## config.mk

```make
export PLATFORM = sky130hd
export DESIGN_NAME = nn_feeder_flat
export DESIGN_NICKNAME = d
export VERILOG_FILES = /design/src/rtl/nn_pkg.sv /design/src/rtl/nn_feeder_if.sv /design/src/rtl/nn_feeder_timeout.sv /design/src/rtl/nn_feeder.sv /design/src/flat_wrapper.sv
export SDC_FILE = /design/constraint.sdc
export NUM_CORES = 1
export LEC_CHECK = 0
export CORE_ASPECT_RATIO = 1.4
export CORE_MARGIN = 1
export CORE_UTILIZATION = 45
export CTS_BUF_LIST = sky130_fd_sc_hd__clkbuf_8
export CTS_CLUSTER_SIZE = 25
export DETAILED_ROUTE_END_ITERATION = 12
export PLACE_DENSITY = 0.7
export SLEW_MARGIN = 20
export SYNTH_ARGS = -nofsm -noshare
export SYNTH_HDL_FRONTEND = slang
export SYNTH_HIERARCHICAL = 1
export SYNTH_SLANG_ARGS = --single-unit
```

## constraint.sdc

```tcl
create_clock -name clk -period 3.6 [get_ports clk]
set_clock_uncertainty 0.2 [all_clocks]
set_input_delay 0.54 -clock clk [delete_from_list [all_inputs] [get_ports clk]]
set_output_delay 0.54 -clock clk [all_outputs]
set_load 0.01 [all_outputs]
```

## src/rtl/nn_pkg.sv

```systemverilog
// Shared definitions for the classifier-core feeder: FSM encoding, frame geometry,
// class width and the sentinel class reported when the core never answers.
package nn_pkg;

  localparam int unsigned NN_N_IN      = 784;
  localparam int unsigned NN_ADDR_W    = 10;
  localparam int unsigned NN_CLASS_W   = 4;

  localparam logic [NN_CLASS_W-1:0] NN_CLASS_TIMEOUT = 4'hF;

  typedef enum logic [2:0] {
    StLoad,
    StFlush,
    StKick,
    StWait,
    StRelease,
    StResult
  } nn_state_e;

endpackage

```

## src/rtl/nn_feeder_if.sv

```systemverilog
// Bundle of the feeder's pixel stream, core write/start/done and result channels.
// Optional r_cycles member exists only when NN_FEEDER_CYCLE_COUNT_EN is defined.
interface nn_feeder_if #(
  parameter int unsigned ADDR_W = nn_pkg::NN_ADDR_W
);

  logic                              s_valid;
  logic                              s_ready;
  logic [7:0]                        s_data;
  logic                              s_last;
  logic                              pix_we;
  logic [ADDR_W-1:0]                 pix_addr;
  logic [7:0]                        pix_data;
  logic                              nn_start;
  logic                              nn_done;
  logic [nn_pkg::NN_CLASS_W-1:0]     nn_predicted;
  logic                              r_valid;
  logic                              r_ready;
  logic [nn_pkg::NN_CLASS_W-1:0]     r_class;
  logic                              r_err;
  logic                              busy;
`ifdef NN_FEEDER_CYCLE_COUNT_EN
  logic [31:0]                       r_cycles;
`endif

  // Feeder side.
  modport master (
    input  s_valid, s_data, s_last, nn_done, nn_predicted, r_ready,
    output s_ready, pix_we, pix_addr, pix_data, nn_start, r_valid, r_class, r_err, busy
`ifdef NN_FEEDER_CYCLE_COUNT_EN
    , output r_cycles
`endif
  );

  // Environment side: stream source, core and result consumer.
  modport slave (
    output s_valid, s_data, s_last, nn_done, nn_predicted, r_ready,
    input  s_ready, pix_we, pix_addr, pix_data, nn_start, r_valid, r_class, r_err, busy
`ifdef NN_FEEDER_CYCLE_COUNT_EN
    , input r_cycles
`endif
  );

endinterface

```

## src/rtl/nn_feeder_timeout.sv

```systemverilog
// Loadable down-counter: clr_i loads load_val_i, en_i decrements toward zero,
// expire_o flags that the loaded budget has been used up.
module nn_feeder_timeout #(
  parameter int unsigned WIDTH = 16
) (
  input  logic             clk,
  input  logic             rst,
  input  logic             clr_i,
  input  logic [WIDTH-1:0] load_val_i,
  input  logic             en_i,
  output logic             expire_o
);

  logic [WIDTH-1:0] cnt_q, cnt_d;

  assign expire_o = (cnt_q == '0);

  always_comb begin
    cnt_d = cnt_q;
    if (clr_i) begin
      cnt_d = load_val_i;
    end else if (en_i && !expire_o) begin
      cnt_d = cnt_q - WIDTH'(1);
    end
  end

  always_ff @(posedge clk) begin
    if (!rst) begin
      cnt_q <= '0;
    end else begin
      cnt_q <= cnt_d;
    end
  end

endmodule

```

## src/rtl/nn_feeder.sv

```systemverilog
// Streams one frame into the classifier core, runs one inference and returns the class.
// Optional WAIT-cycle counter on r_cycles is built when NN_FEEDER_CYCLE_COUNT_EN is defined.
module nn_feeder
  import nn_pkg::*;
#(
  parameter int unsigned N_IN    = NN_N_IN,
  parameter int unsigned ADDR_W  = NN_ADDR_W,
  parameter int unsigned TIMEOUT = 65535
) (
  input  logic         clk,
  input  logic         rst,
  nn_feeder_if.master  bus
);

  localparam int unsigned CntW = $clog2(N_IN + 1);
  localparam int unsigned ToW  = (TIMEOUT > 1) ? $clog2(TIMEOUT) : 1;

  localparam logic [CntW-1:0] NInC   = CntW'(N_IN);
  localparam logic [CntW-1:0] NInM1  = CntW'(N_IN - 1);
  localparam logic [ToW-1:0]  ToLoad = ToW'(TIMEOUT - 1);

  nn_state_e               state_q, state_d;
  logic [CntW-1:0]         count_q, count_d;
  logic                    err_q, err_d;
  logic [NN_CLASS_W-1:0]   r_class_q, r_class_d;
  logic                    nn_start_q, nn_start_d;
  logic                    pix_we_q, pix_we_d;
  logic [ADDR_W-1:0]       pix_addr_q, pix_addr_d;
  logic [7:0]              pix_data_q, pix_data_d;
  logic                    to_clr, to_en, to_expire;

`ifdef NN_FEEDER_CYCLE_COUNT_EN
  logic [31:0] cyc_q, cyc_d, r_cycles_q, r_cycles_d, cyc_inc;
  assign cyc_inc = (&cyc_q) ? cyc_q : cyc_q + 32'd1;
`endif

  nn_feeder_timeout #(
    .WIDTH (ToW)
  ) u_timeout (
    .clk        (clk),
    .rst        (rst),
    .clr_i      (to_clr),
    .load_val_i (ToLoad),
    .en_i       (to_en),
    .expire_o   (to_expire)
  );

  always_comb begin
    state_d    = state_q;
    count_d    = count_q;
    err_d      = err_q;
    r_class_d  = r_class_q;
    nn_start_d = nn_start_q;
    pix_we_d   = 1'b0;
    pix_addr_d = pix_addr_q;
    pix_data_d = pix_data_q;
    to_clr     = 1'b0;
    to_en      = 1'b0;
`ifdef NN_FEEDER_CYCLE_COUNT_EN
    cyc_d      = cyc_q;
    r_cycles_d = r_cycles_q;
`endif

    unique case (state_q)
      StLoad: begin
        if (bus.s_valid) begin
          // Overflow bytes are swallowed so the source never stalls mid-frame.
          if (count_q < NInC) begin
            pix_we_d   = 1'b1;
            pix_addr_d = ADDR_W'(count_q);
            pix_data_d = bus.s_data;
            count_d    = count_q + CntW'(1);
          end else begin
            err_d = 1'b1;
          end
          if (bus.s_last) begin
            if (count_q < NInM1) begin
              err_d = 1'b1;
            end
            state_d = StFlush;
          end
        end
      end

      StFlush: state_d = StKick;

      StKick: begin
        nn_start_d = 1'b1;
        to_clr     = 1'b1;
`ifdef NN_FEEDER_CYCLE_COUNT_EN
        cyc_d      = '0;
`endif
        state_d    = StWait;
      end

      StWait: begin
`ifdef NN_FEEDER_CYCLE_COUNT_EN
        cyc_d = cyc_inc;
`endif
        if (bus.nn_done) begin
          r_class_d  = bus.nn_predicted;
          nn_start_d = 1'b0;
          state_d    = StRelease;
`ifdef NN_FEEDER_CYCLE_COUNT_EN
          r_cycles_d = cyc_inc;
`endif
        end else if (to_expire) begin
          r_class_d  = NN_CLASS_TIMEOUT;
          err_d      = 1'b1;
          nn_start_d = 1'b0;
          state_d    = StResult;
`ifdef NN_FEEDER_CYCLE_COUNT_EN
          r_cycles_d = cyc_inc;
`endif
        end else begin
          to_en = 1'b1;
        end
      end

      // Hold off the result until the core has seen start fall and dropped done.
      StRelease: begin
        if (!bus.nn_done) begin
          state_d = StResult;
        end
      end

      StResult: begin
        if (bus.r_ready) begin
          count_d = '0;
          err_d   = 1'b0;
          state_d = StLoad;
        end
      end

      default: state_d = StLoad;
    endcase
  end

  always_ff @(posedge clk) begin
    if (!rst) begin
      state_q    <= StLoad;
      count_q    <= '0;
      err_q      <= 1'b0;
      r_class_q  <= '0;
      nn_start_q <= 1'b0;
      pix_we_q   <= 1'b0;
      pix_addr_q <= '0;
      pix_data_q <= '0;
`ifdef NN_FEEDER_CYCLE_COUNT_EN
      cyc_q      <= '0;
      r_cycles_q <= '0;
`endif
    end else begin
      state_q    <= state_d;
      count_q    <= count_d;
      err_q      <= err_d;
      r_class_q  <= r_class_d;
      nn_start_q <= nn_start_d;
      pix_we_q   <= pix_we_d;
      pix_addr_q <= pix_addr_d;
      pix_data_q <= pix_data_d;
`ifdef NN_FEEDER_CYCLE_COUNT_EN
      cyc_q      <= cyc_d;
      r_cycles_q <= r_cycles_d;
`endif
    end
  end

  assign bus.s_ready  = (state_q == StLoad);
  assign bus.pix_we   = pix_we_q;
  assign bus.pix_addr = pix_addr_q;
  assign bus.pix_data = pix_data_q;
  assign bus.nn_start = nn_start_q;
  assign bus.r_valid  = (state_q == StResult);
  assign bus.r_class  = r_class_q;
  assign bus.r_err    = (state_q == StResult) & err_q;
  assign bus.busy     = !((state_q == StLoad) && (count_q == '0));
`ifdef NN_FEEDER_CYCLE_COUNT_EN
  assign bus.r_cycles = r_cycles_q;
`endif

endmodule

```

## src/flat_wrapper.sv

```systemverilog
// flat-port wrapper written by rule: the top's interface ports become plain ports
module nn_feeder_flat import nn_pkg::*;
#(
  parameter int unsigned N_IN    = NN_N_IN,
  parameter int unsigned ADDR_W  = NN_ADDR_W,
  parameter int unsigned TIMEOUT = 65535
)
  (clk, rst, bus_s_valid, bus_s_data, bus_s_last, bus_nn_done, bus_nn_predicted, bus_r_ready, bus_s_ready, bus_pix_we, bus_pix_addr, bus_pix_data, bus_nn_start, bus_r_valid, bus_r_class, bus_r_err, bus_busy);
  nn_feeder_if #(.ADDR_W(ADDR_W)) bus_i ();
  input  logic clk;
  input  logic rst;
  input wire logic [$bits(bus_i.s_valid)-1:0] bus_s_valid;
  input wire logic [$bits(bus_i.s_data)-1:0] bus_s_data;
  input wire logic [$bits(bus_i.s_last)-1:0] bus_s_last;
  input wire logic [$bits(bus_i.nn_done)-1:0] bus_nn_done;
  input wire logic [$bits(bus_i.nn_predicted)-1:0] bus_nn_predicted;
  input wire logic [$bits(bus_i.r_ready)-1:0] bus_r_ready;
  output wire logic [$bits(bus_i.s_ready)-1:0] bus_s_ready;
  output wire logic [$bits(bus_i.pix_we)-1:0] bus_pix_we;
  output wire logic [$bits(bus_i.pix_addr)-1:0] bus_pix_addr;
  output wire logic [$bits(bus_i.pix_data)-1:0] bus_pix_data;
  output wire logic [$bits(bus_i.nn_start)-1:0] bus_nn_start;
  output wire logic [$bits(bus_i.r_valid)-1:0] bus_r_valid;
  output wire logic [$bits(bus_i.r_class)-1:0] bus_r_class;
  output wire logic [$bits(bus_i.r_err)-1:0] bus_r_err;
  output wire logic [$bits(bus_i.busy)-1:0] bus_busy;
  assign bus_i.s_valid = bus_s_valid;
  assign bus_i.s_data = bus_s_data;
  assign bus_i.s_last = bus_s_last;
  assign bus_i.nn_done = bus_nn_done;
  assign bus_i.nn_predicted = bus_nn_predicted;
  assign bus_i.r_ready = bus_r_ready;
  assign bus_s_ready = bus_i.s_ready;
  assign bus_pix_we = bus_i.pix_we;
  assign bus_pix_addr = bus_i.pix_addr;
  assign bus_pix_data = bus_i.pix_data;
  assign bus_nn_start = bus_i.nn_start;
  assign bus_r_valid = bus_i.r_valid;
  assign bus_r_class = bus_i.r_class;
  assign bus_r_err = bus_i.r_err;
  assign bus_busy = bus_i.busy;
  nn_feeder #(.N_IN(N_IN), .ADDR_W(ADDR_W), .TIMEOUT(TIMEOUT)) u_core (.clk(clk), .rst(rst), .bus(bus_i));
endmodule
```

=== After elaboration in Yosys (flattened, before gate mapping) ===
Index checks and enable logic that the tools add are counted.

* Flip-flop bits (word level): 54
* Bits of input ports: 18
* Output and inout bits: 28
* Word-level logic and storage cells: 80

* $add $sub $neg: 2
* Magnitude comparators: 2
* Equal/unequal tests: 13
* Multiplexer cells: 31
* Bitwise operators: 2
* Reductions and logical operators: 20

{| class="wikitable"
|+ Operators with widths
! cell !! number
|-
| 2-to-1 mux 16 bit || 2
|-
| 2-to-1 mux 10 bit || 3
|-
| less-than comparator 10 bit, second input constant || 2
|-
| one-hot mux 10 bit (2 select lines) || 1
|-
| 2-to-1 mux 3 bit || 6
|-
| one-hot mux 3 bit (6 select lines) || 1
|-
| logical NOT 16 bit || 1
|-
| subtractor 16 x 1 -> 16 bit, second input constant || 1
|-
| 2-to-1 mux 1 bit || 14
|-
| != test 2 bit, second input constant || 6
|-
| adder 10 x 1 -> 10 bit, second input constant || 1
|-
| logical NOT 10 bit || 1
|-
| AND reduction 5 bit || 2
|-
| 2-to-1 mux 4 bit || 2
|-
| nonzero test 2 bit || 4
|-
| equality test 3 x 2 -> 1 bit, second input constant || 2
|-
| equality test 3 bit, second input constant || 2
|-
| AND reduction 3 bit || 2
|-
| AND reduction 2 bit || 2
|-
| AND reduction 4 bit || 1
|-
| equality test 3 x 1 -> 1 bit, second input constant || 1
|-
| logical NOT 3 bit || 1
|-
| != test 3 bit, second input constant || 1
|-
| one-hot mux 1 bit (3 select lines) || 1
|-
| other kinds (8) || 10
|}

=== Depth between registers and ports, before layout ===
Gate-level depths: netlist of run 1.

* Depth in word-level cells: 7
* Mapped depth: 11
* Mapped depth without buffers: 10

=== Modules after synthesis ===
The synthesis of run 1 kept the hierarchy.

{| class="wikitable"
|+ Modules (own cells, without submodules)
! module !! times used !! cells an instance !! area an instance (um^2)
|-
| nn_feeder || 1 || 204 || 1769.2
|-
| nn_feeder_timeout || 1 || 114 || 922.1
|}

=== Worst setup path after synthesis of run 1 ===
No wires, ideal clock.

* Path kind: reg2reg
* From: register u_core.u_timeout.cnt_q[0]
* To: register u_core.u_timeout.cnt_q[14]
* Setup time: 0.133 ns
* Data arrival time: 2.333 ns
* Data required time: 3.267 ns
* Path slack: 0.934 ns
* Cell stages (with the launch flop): 12
* Buffers on the path: 1
* Period minus slack after synthesis: 2.666 ns
* Cells stage by stage: dfxtp_1 inv_1 ha_1 nor3b_1 and4bb_1 buf_6 nor3_1 and3b_1 nand4_1 nor3_1 mux2i_1 a21oi_1

* Longest elaborated chain between the ends: 6

{| class="wikitable"
|+ RTL lines
! what !! RTL line !! text
|-
| from (decl) || nn_feeder_timeout.sv:14 || <nowiki>logic [WIDTH-1:0] cnt_q, cnt_d;</nowiki>
|-
| from (signal assigned) || nn_feeder_timeout.sv:31 || <nowiki>cnt_q <= cnt_d;</nowiki>
|-
| logical NOT 16 bit || nn_feeder_timeout.sv:16 || <nowiki>assign expire_o = (cnt_q == '0);</nowiki>
|-
| net u_core.to_expire || nn_feeder.sv:30 || <nowiki>logic to_clr, to_en, to_expire;</nowiki>
|-
| 2-to-1 mux 1 bit || nn_feeder.sv:107 || <nowiki>end else if (to_expire) begin</nowiki>
|-
| 2-to-1 mux 1 bit || nn_feeder.sv:100 || <nowiki>if (bus.nn_done) begin</nowiki>
|-
| 2-to-1 mux 1 bit || nn_feeder.sv:64 || <nowiki>unique case (state_q)</nowiki>
|-
| net u_core.to_en || nn_feeder.sv:30 ||
|-
| logical AND 1 bit || nn_feeder_timeout.sv:22 || <nowiki>end else if (en_i && !expire_o) begin</nowiki>
|-
| nonzero test 2 bit (no source line) || - ||
|}

The timed path passes the listed nets, and every way through them passes these cells. The select of a mux whose other input is x is not followed.
A chain may end at the register's enable or synchronous reset.

=== Final worst setup path of run 1 ===
Same ends and word-level chain as after synthesis.

==> metrics.csv, run 1 <==
metric,value,unit
yosys.area_share.adder,0.01395,
synthMuxAreaShare,0.07438,
synthCells,318,
firstDrtPassIters,4,
via_count,2340,
cp-end-kind,flop,
drtIter0Drc,158,
maxCapViolations,0,
ys_async_sr_fraction,0,
syn_area,0.002691,mm²
synth_top_family_by_area,simple AND/OR/NAND/NOR gates,
cts-hold-fix-buffers,0,
hold_slack,0.2626,ns
grt-ovfl-total,0,
synth-xor-area-share,0.03580,
grt_pass1_wl,10010,µm
antenna_found_initial,0,
io_buffer_count,45,
drc_errors,0,
max-vdd-ir-drop,0.4049,mV
synth_top_cell_area_share,0.4017,
wirelength,5883,µm
grtUsageMet3,0.03902,
grt_max_degree,33,
synth_edf_count,0,
yosys-top-cells-area,"dfxtp_1 40%, mux2i_1 7.4%, nand2_1 7.0%",
synthTopCellsByCount,"54 x dfxtp_1, 50 x nand2_1, 26 x a21oi_1",
cts_setup_buffers,0,
yosys_register_bits,54,
gp_congestion,0.9013,
relSlewSlack,0.4421,
htreeDepth,2,
path_class,flop to flop,
path_clk_slew,0.10,ns
period_share,0.8639,
synth-seq-area-share,0.4017,
die_h,93.51,µm
root_buffer,clkbuf_8,
status,finished clean,
std_cell_rows,33,
avgSynthCellArea,8.463,µm²
start_util,0.4623,
hold_viol,0,
final-setup-viol-count,0,
busiest_layer,met2,
yosysUniqueCellTypes,52,
synth-compound-area-share,0.1669,
synth.most_common_cell,dfxtp_1,
track_usage,0.2059,
path_buf_inv,1,
final_nets,390,
cp.arrival,3.07,ns
antenna_cells,0,
routedWlPerCell,13.37,µm
rsz0062_at_grt,no,
via_per_inst,5.318,
crit_slowest_cell,nor3_1,
max_freq,321.5,MHz
synthFlopType,dfxtp_1,
fin_crit,3.110,ns
die-area,0.006299,mm²
leakage,1.223,nW
crit_chain,inv_1 -> ha_1 -> nor3b_1 -> and4bb_1 -> nor3_1 -> and3b_1 -> nand4_1 -> nor3_1 -> mux2i_1 -> a21oi_1,
crit_family,simple AND/OR/NAND/NOR gates,
synth_top_cell_by_area,dfxtp_1,
slew_viol_final,0,
post_cts_resized,0,
powerDensity,598.8,mW/mm²
met2_usage,0.3742,
grt_util_met1,0.2380,
max_slew.worst_pin.slew,0.8368,ns
hpwlAfterDp,4263,µm
syn_to_final_growth,23.38,%
fp.dieW,67.36,µm
hold_class,flop to flop,
crit_top_cell,nor3_1,
cts_tree,built,
core,0.005822,mm²
drive_gt1_frac,0.06216,
fin_setup_tns,0,ns
ios,46,
start_kind,flop,
cp.required,3.56,ns
synth-simple-area-share,0.2557,
path_max_fanout,14,
clk_latency,0.31,ns
cts_buffers,5,
grt_pass1_vias,2206,
clkSinkCount,54,
cts_max_path_buffers,2,
yosysWarnings,6,
slowest_delay,0.64,ns
final_antenna_net_count,0,
r2r_slack,0.49,ns
## state kept, by name, summed over array words and instances, names as in the netlist
register                cells
u_core/bus.pix_data         8
u_core/bus.nn_start         1
u_core/u_timeout/cnt_q     16
u_core/bus.pix_addr        10
u_core/count_q             10
u_core/bus.pix_we           1
u_core/bus.r_class          4
u_core/state_q              3
u_core/err_q                1
## metal layers
| metal | vias to the layer above | part of all wire |
|---|---|---|
| met2 | 44 | 0.53 |
| met1 | 1081 | 0.44 |
| met3 | 6 | 0.027 |
| met4 | 0 | 0.0097 |
| li1 | 1209 | - |
| met5 | - | 0 |
## cell usage in the layout (no fill, tap or decap), types with 9 or more instances in the layout
cell type and n:
xnor2_1 11, inv_1 13, a21oi_1 26, nor2_1 19, nor3_1 9, clkdlybuf4s50_1 44
mux2i_1 20, o21ai_0 25, dfxtp_1 54, conb_1 16, nand2_1 50
## tightest hold or removal path: stages (launching register included)
cell and delay (ns):
dfxtp_1 0.32, nand2_1 0.05, mux2i_1 0.05
## layout make-up
type	instances	area [µm²]
multi-input cells	249	1536
fillers	543	2501
well taps	70	87.58
inverters	12	45.04
clock buffers	5	68.82
clock inverters	3	41.29
flip-flops and latches	54	1081
repair buffers	47	460.4
## where the power goes
part | switching, mW | internal [mW] | leakage, nW
Combinational | 0.394 | 0.363 | 0.727
Clock | 0.201 | 0.205 | 0.0556
Sequential | 0.119 | 0.706 | 0.440
Total | 0.715 | 1.27 | 1.22
## worst paths after layout
kind	from	endpoint	cells past startpoint
hold reg to reg	u_core/bus.pix_data[6]	u_core/bus.pix_data[6]	2
setup reg to reg	u_core/u_timeout/cnt_q[0]	u_core/u_timeout/cnt_q[14]	10
hold / removal	u_core/bus.pix_data[6]	u_core/bus.pix_data[6]	2
setup / recovery	u_core/u_timeout/cnt_q[0]	u_core/u_timeout/cnt_q[14]	10
## kinds of logic (layout without fill, tap and decap cells)
kind of cell | Yosys count | in the layout
compound gates | 73 | 73
xor+xnor | 11 | 11
fa+ha+maj | 3 | 3
buf+inv | 29 | 67
flops | 54 | 54
mux | 20 | 20
other cells | 2 | 16
simple gates | 126 | 126
## metrics by stage
stage / instance area (µm²) / utilization / power [mW] / setup slack, ns / instances
3_5_place_dp: 3211 / 0.5515 / 1.593 / 0.5628 / 432
6_report: 3321 / 0.5704 / 1.988 / 0.4898 / 440
5_1_grt: 3321 / 0.5704 / 2.130 / 0.1944 / 440
4_1_cts: 3321 / 0.5704 / 2.001 / 0.5217 / 440
3_3_place_gp: 3211 / 0.5515 / 1.576 / 0.6663 / 432
2_1_floorplan: 2744 / - / 1.383 / 0.9345 / 332
Power figures use the tool's default switching activity.
==> inputs of run 2 (changes only) <==
--- a/config.mk
+++ b/config.mk
@@ -9,7 +9,7 @@
 export CORE_MARGIN = 1
 export CORE_UTILIZATION = 45
 export CTS_BUF_LIST = sky130_fd_sc_hd__clkbuf_8
-export CTS_CLUSTER_SIZE = 25
+export CTS_CLUSTER_SIZE = 28
 export DETAILED_ROUTE_END_ITERATION = 12
 export PLACE_DENSITY = 0.7
 export SLEW_MARGIN = 20
==> results of run 2 <==
Final layout, timing and power as in run 1 (identical DEF).
==> inputs of run 3 (changes only) <==
==> constraint.sdc (replaced) <==
create_clock -name clk -period 3.5 [get_ports clk]
set_clock_uncertainty 0.2 [all_clocks]
set_input_delay 0.525 -clock clk [delete_from_list [all_inputs] [get_ports clk]]
set_output_delay 0.525 -clock clk [all_outputs]
set_load 0.01 [all_outputs]
==> run 3 against run 2 <==
- non-clock buffer count increased by 1
- setup slack improved by 0.11 ns
- critical endpoint is now u_core/u_timeout/cnt_q[11]
- via count increased by 0.38%
- count of clock-buffer cells in the layout unchanged
- critical path type unchanged
- design area increased by 0.23%
- largest power group unchanged
==> metrics.csv, run 3 (synthesis gave the netlist of run 1 again) <==
metric,value,unit
status,finished clean,
std_cell_rows,33,
max_freq,345.3,MHz
placed_area,0.003218,mm²
final-setup-viol-count,0,
grtUsageMet3,0.03659,
firstDrtPassIters,4,
crit_family,simple AND/OR/NAND/NOR gates,
grt_max_degree,33,
post-route-cell-area,0.003328,mm²
io_buffer_count,45,
wirelength,5874,µm
track_usage,0.2028,
path_clk_slew,0.10,ns
hold_class,flop to flop,
r2r_end,u_core/u_timeout/cnt_q[11],
top_register,u_core/u_timeout/cnt_q,
met2_usage,0.3833,
drive_gt1_frac,0.06469,
hold_viol,0,
die-area,0.006299,mm²
core,0.005822,mm²
max_slew.worst_pin.slew,0.8277,ns
final_common_cell,dfxtp_1,
drtIter0Drc,84,
cp.required,3.46,ns
start_util,0.4623,
busiest_layer,met2,
path_class,flop to flop,
gp_congestion,0.8936,
start_kind,flop,
clkSinkCount,54,
max-vdd-ir-drop,0.3215,mV
post_cts_resized,0,
path_buf_inv,1,
antenna_found_initial,0,
grt-ovfl-total,0,
crit_slowest_cell,nor3_1,
final_antenna_net_count,0,
cts-hold-fix-buffers,0,
leakage,1.228,nW
syn_to_final_growth,23.66,%
rsz0062_at_grt,no,
min_from,u_core/bus.pix_data[4],
slowest_delay,0.55,ns
cp-end-kind,flop,
clk_latency,0.31,ns
relSlewSlack,0.4482,
fp.dieW,67.36,µm
reg2regPathDepth,9,
cts_setup_buffers,0,
grt_pass1_wl,9729,µm
period_share,0.8275,
worst-path-stages,9,
via_per_inst,5.327,
powerDensity,619.0,mW/mm²
htreeDepth,2,
routedWlPerCell,13.32,µm
path_max_fanout,8,
die_h,93.51,µm
root_buffer,clkbuf_8,
slew_viol_final,0,
final_cell_mix,"54 x dfxtp_1, 50 x nand2_1, 44 x clkdlybuf4s50_1",
cts_buffers,5,
drc_errors,0,
crit_path_end,u_core/u_timeout/cnt_q[11],
r2r_start,u_core/u_timeout/cnt_q[0],
antenna_cells,0,
via_count,2349,
fin_setup_tns,0,ns
cts_max_path_buffers,2,
r2r_slack,0.60,ns
maxCapViolations,0,
hpwlAfterDp,4245,µm
cp-startpoint,u_core/u_timeout/cnt_q[0],
fin_crit,2.896,ns
cts_tree,built,
largest_register_ffs,16,
ios,46,
cp.arrival,2.86,ns
grt_util_met1,0.2187,
final_nets,391,
grt_pass1_vias,2147,
crit_chain,inv_1 -> ha_1 -> nor3b_1 -> and4bb_1 -> nor3_1 -> nand3_1 -> nor4_1 -> xnor2_1 -> a21oi_1,
[run 3: cell types whose count changed in the layout (fill, tap and decap cells not counted), sizes merged]
cell	before	now
buf	3	4
[run 3: worst min-delay path by stage]
stage                                  end  slack [ns]  cells after the start
floorplan           u_core/bus.pix_addr[9]        0.26                      2
global placement    u_core/bus.pix_data[7]        0.24                      2
detailed placement  u_core/bus.pix_addr[7]        0.25                      2
CTS                 u_core/bus.pix_addr[7]        0.26                      2
global route        u_core/bus.pix_data[7]        0.28                      2
finish              u_core/bus.pix_data[4]        0.26                      2
[run 3: per-layer routing]
metal,up-vias,part of all wire
met5,-,0
met4,0,0.016
met3,8,0.028
met2,41,0.53
met1,1092,0.43
li1,1208,-
[run 3: layout make-up]
class	count	area (µm²)
Clock buffer	5	68.82
Clock inverter	3	41.29
Fill cell	537	2494
Inverter	12	45.04
Multi-Input combinational cell	249	1536
Sequential cell	54	1081
Tap cell	70	87.58
Timing Repair Buffer	48	467.9
[run 3: report_power, final]
group / switching (mW) / total (mW) / internal (mW) / leakage, nW
Clock: 0.209 / 0.419 / 0.211 / 0.0556
Combinational: 0.406 / 0.791 / 0.385 / 0.732
Sequential: 0.124 / 0.850 / 0.726 / 0.440
Total: 0.738 / 2.06 / 1.32 / 1.23
[run 3: metrics by stage]
stage	setup WS (ns)	hold slack, ns	instances	utilization	power (mW)
after floorplan	0.8345	0.2647	332	-	1.422
after global placement	0.6391	0.2422	433	0.5528	1.642
after detailed placement	0.5907	0.2496	433	0.5528	1.655
after CTS	0.6421	0.2637	441	0.5717	2.072
after global routing	0.3897	0.2791	441	0.5717	2.197
final	0.6037	0.2597	441	0.5717	2.060
[run 3: worst register-to-register path, delay by kind of cell (launching register included)]
kind | cells | cell delay, ns
compound gates | 1 | 0.08
fa+ha+maj | 1 | 0.24
xor+xnor | 1 | 0.16
flops | 1 | 0.39
buf+inv | 1 | 0.06
simple gates | 5 | 1.63
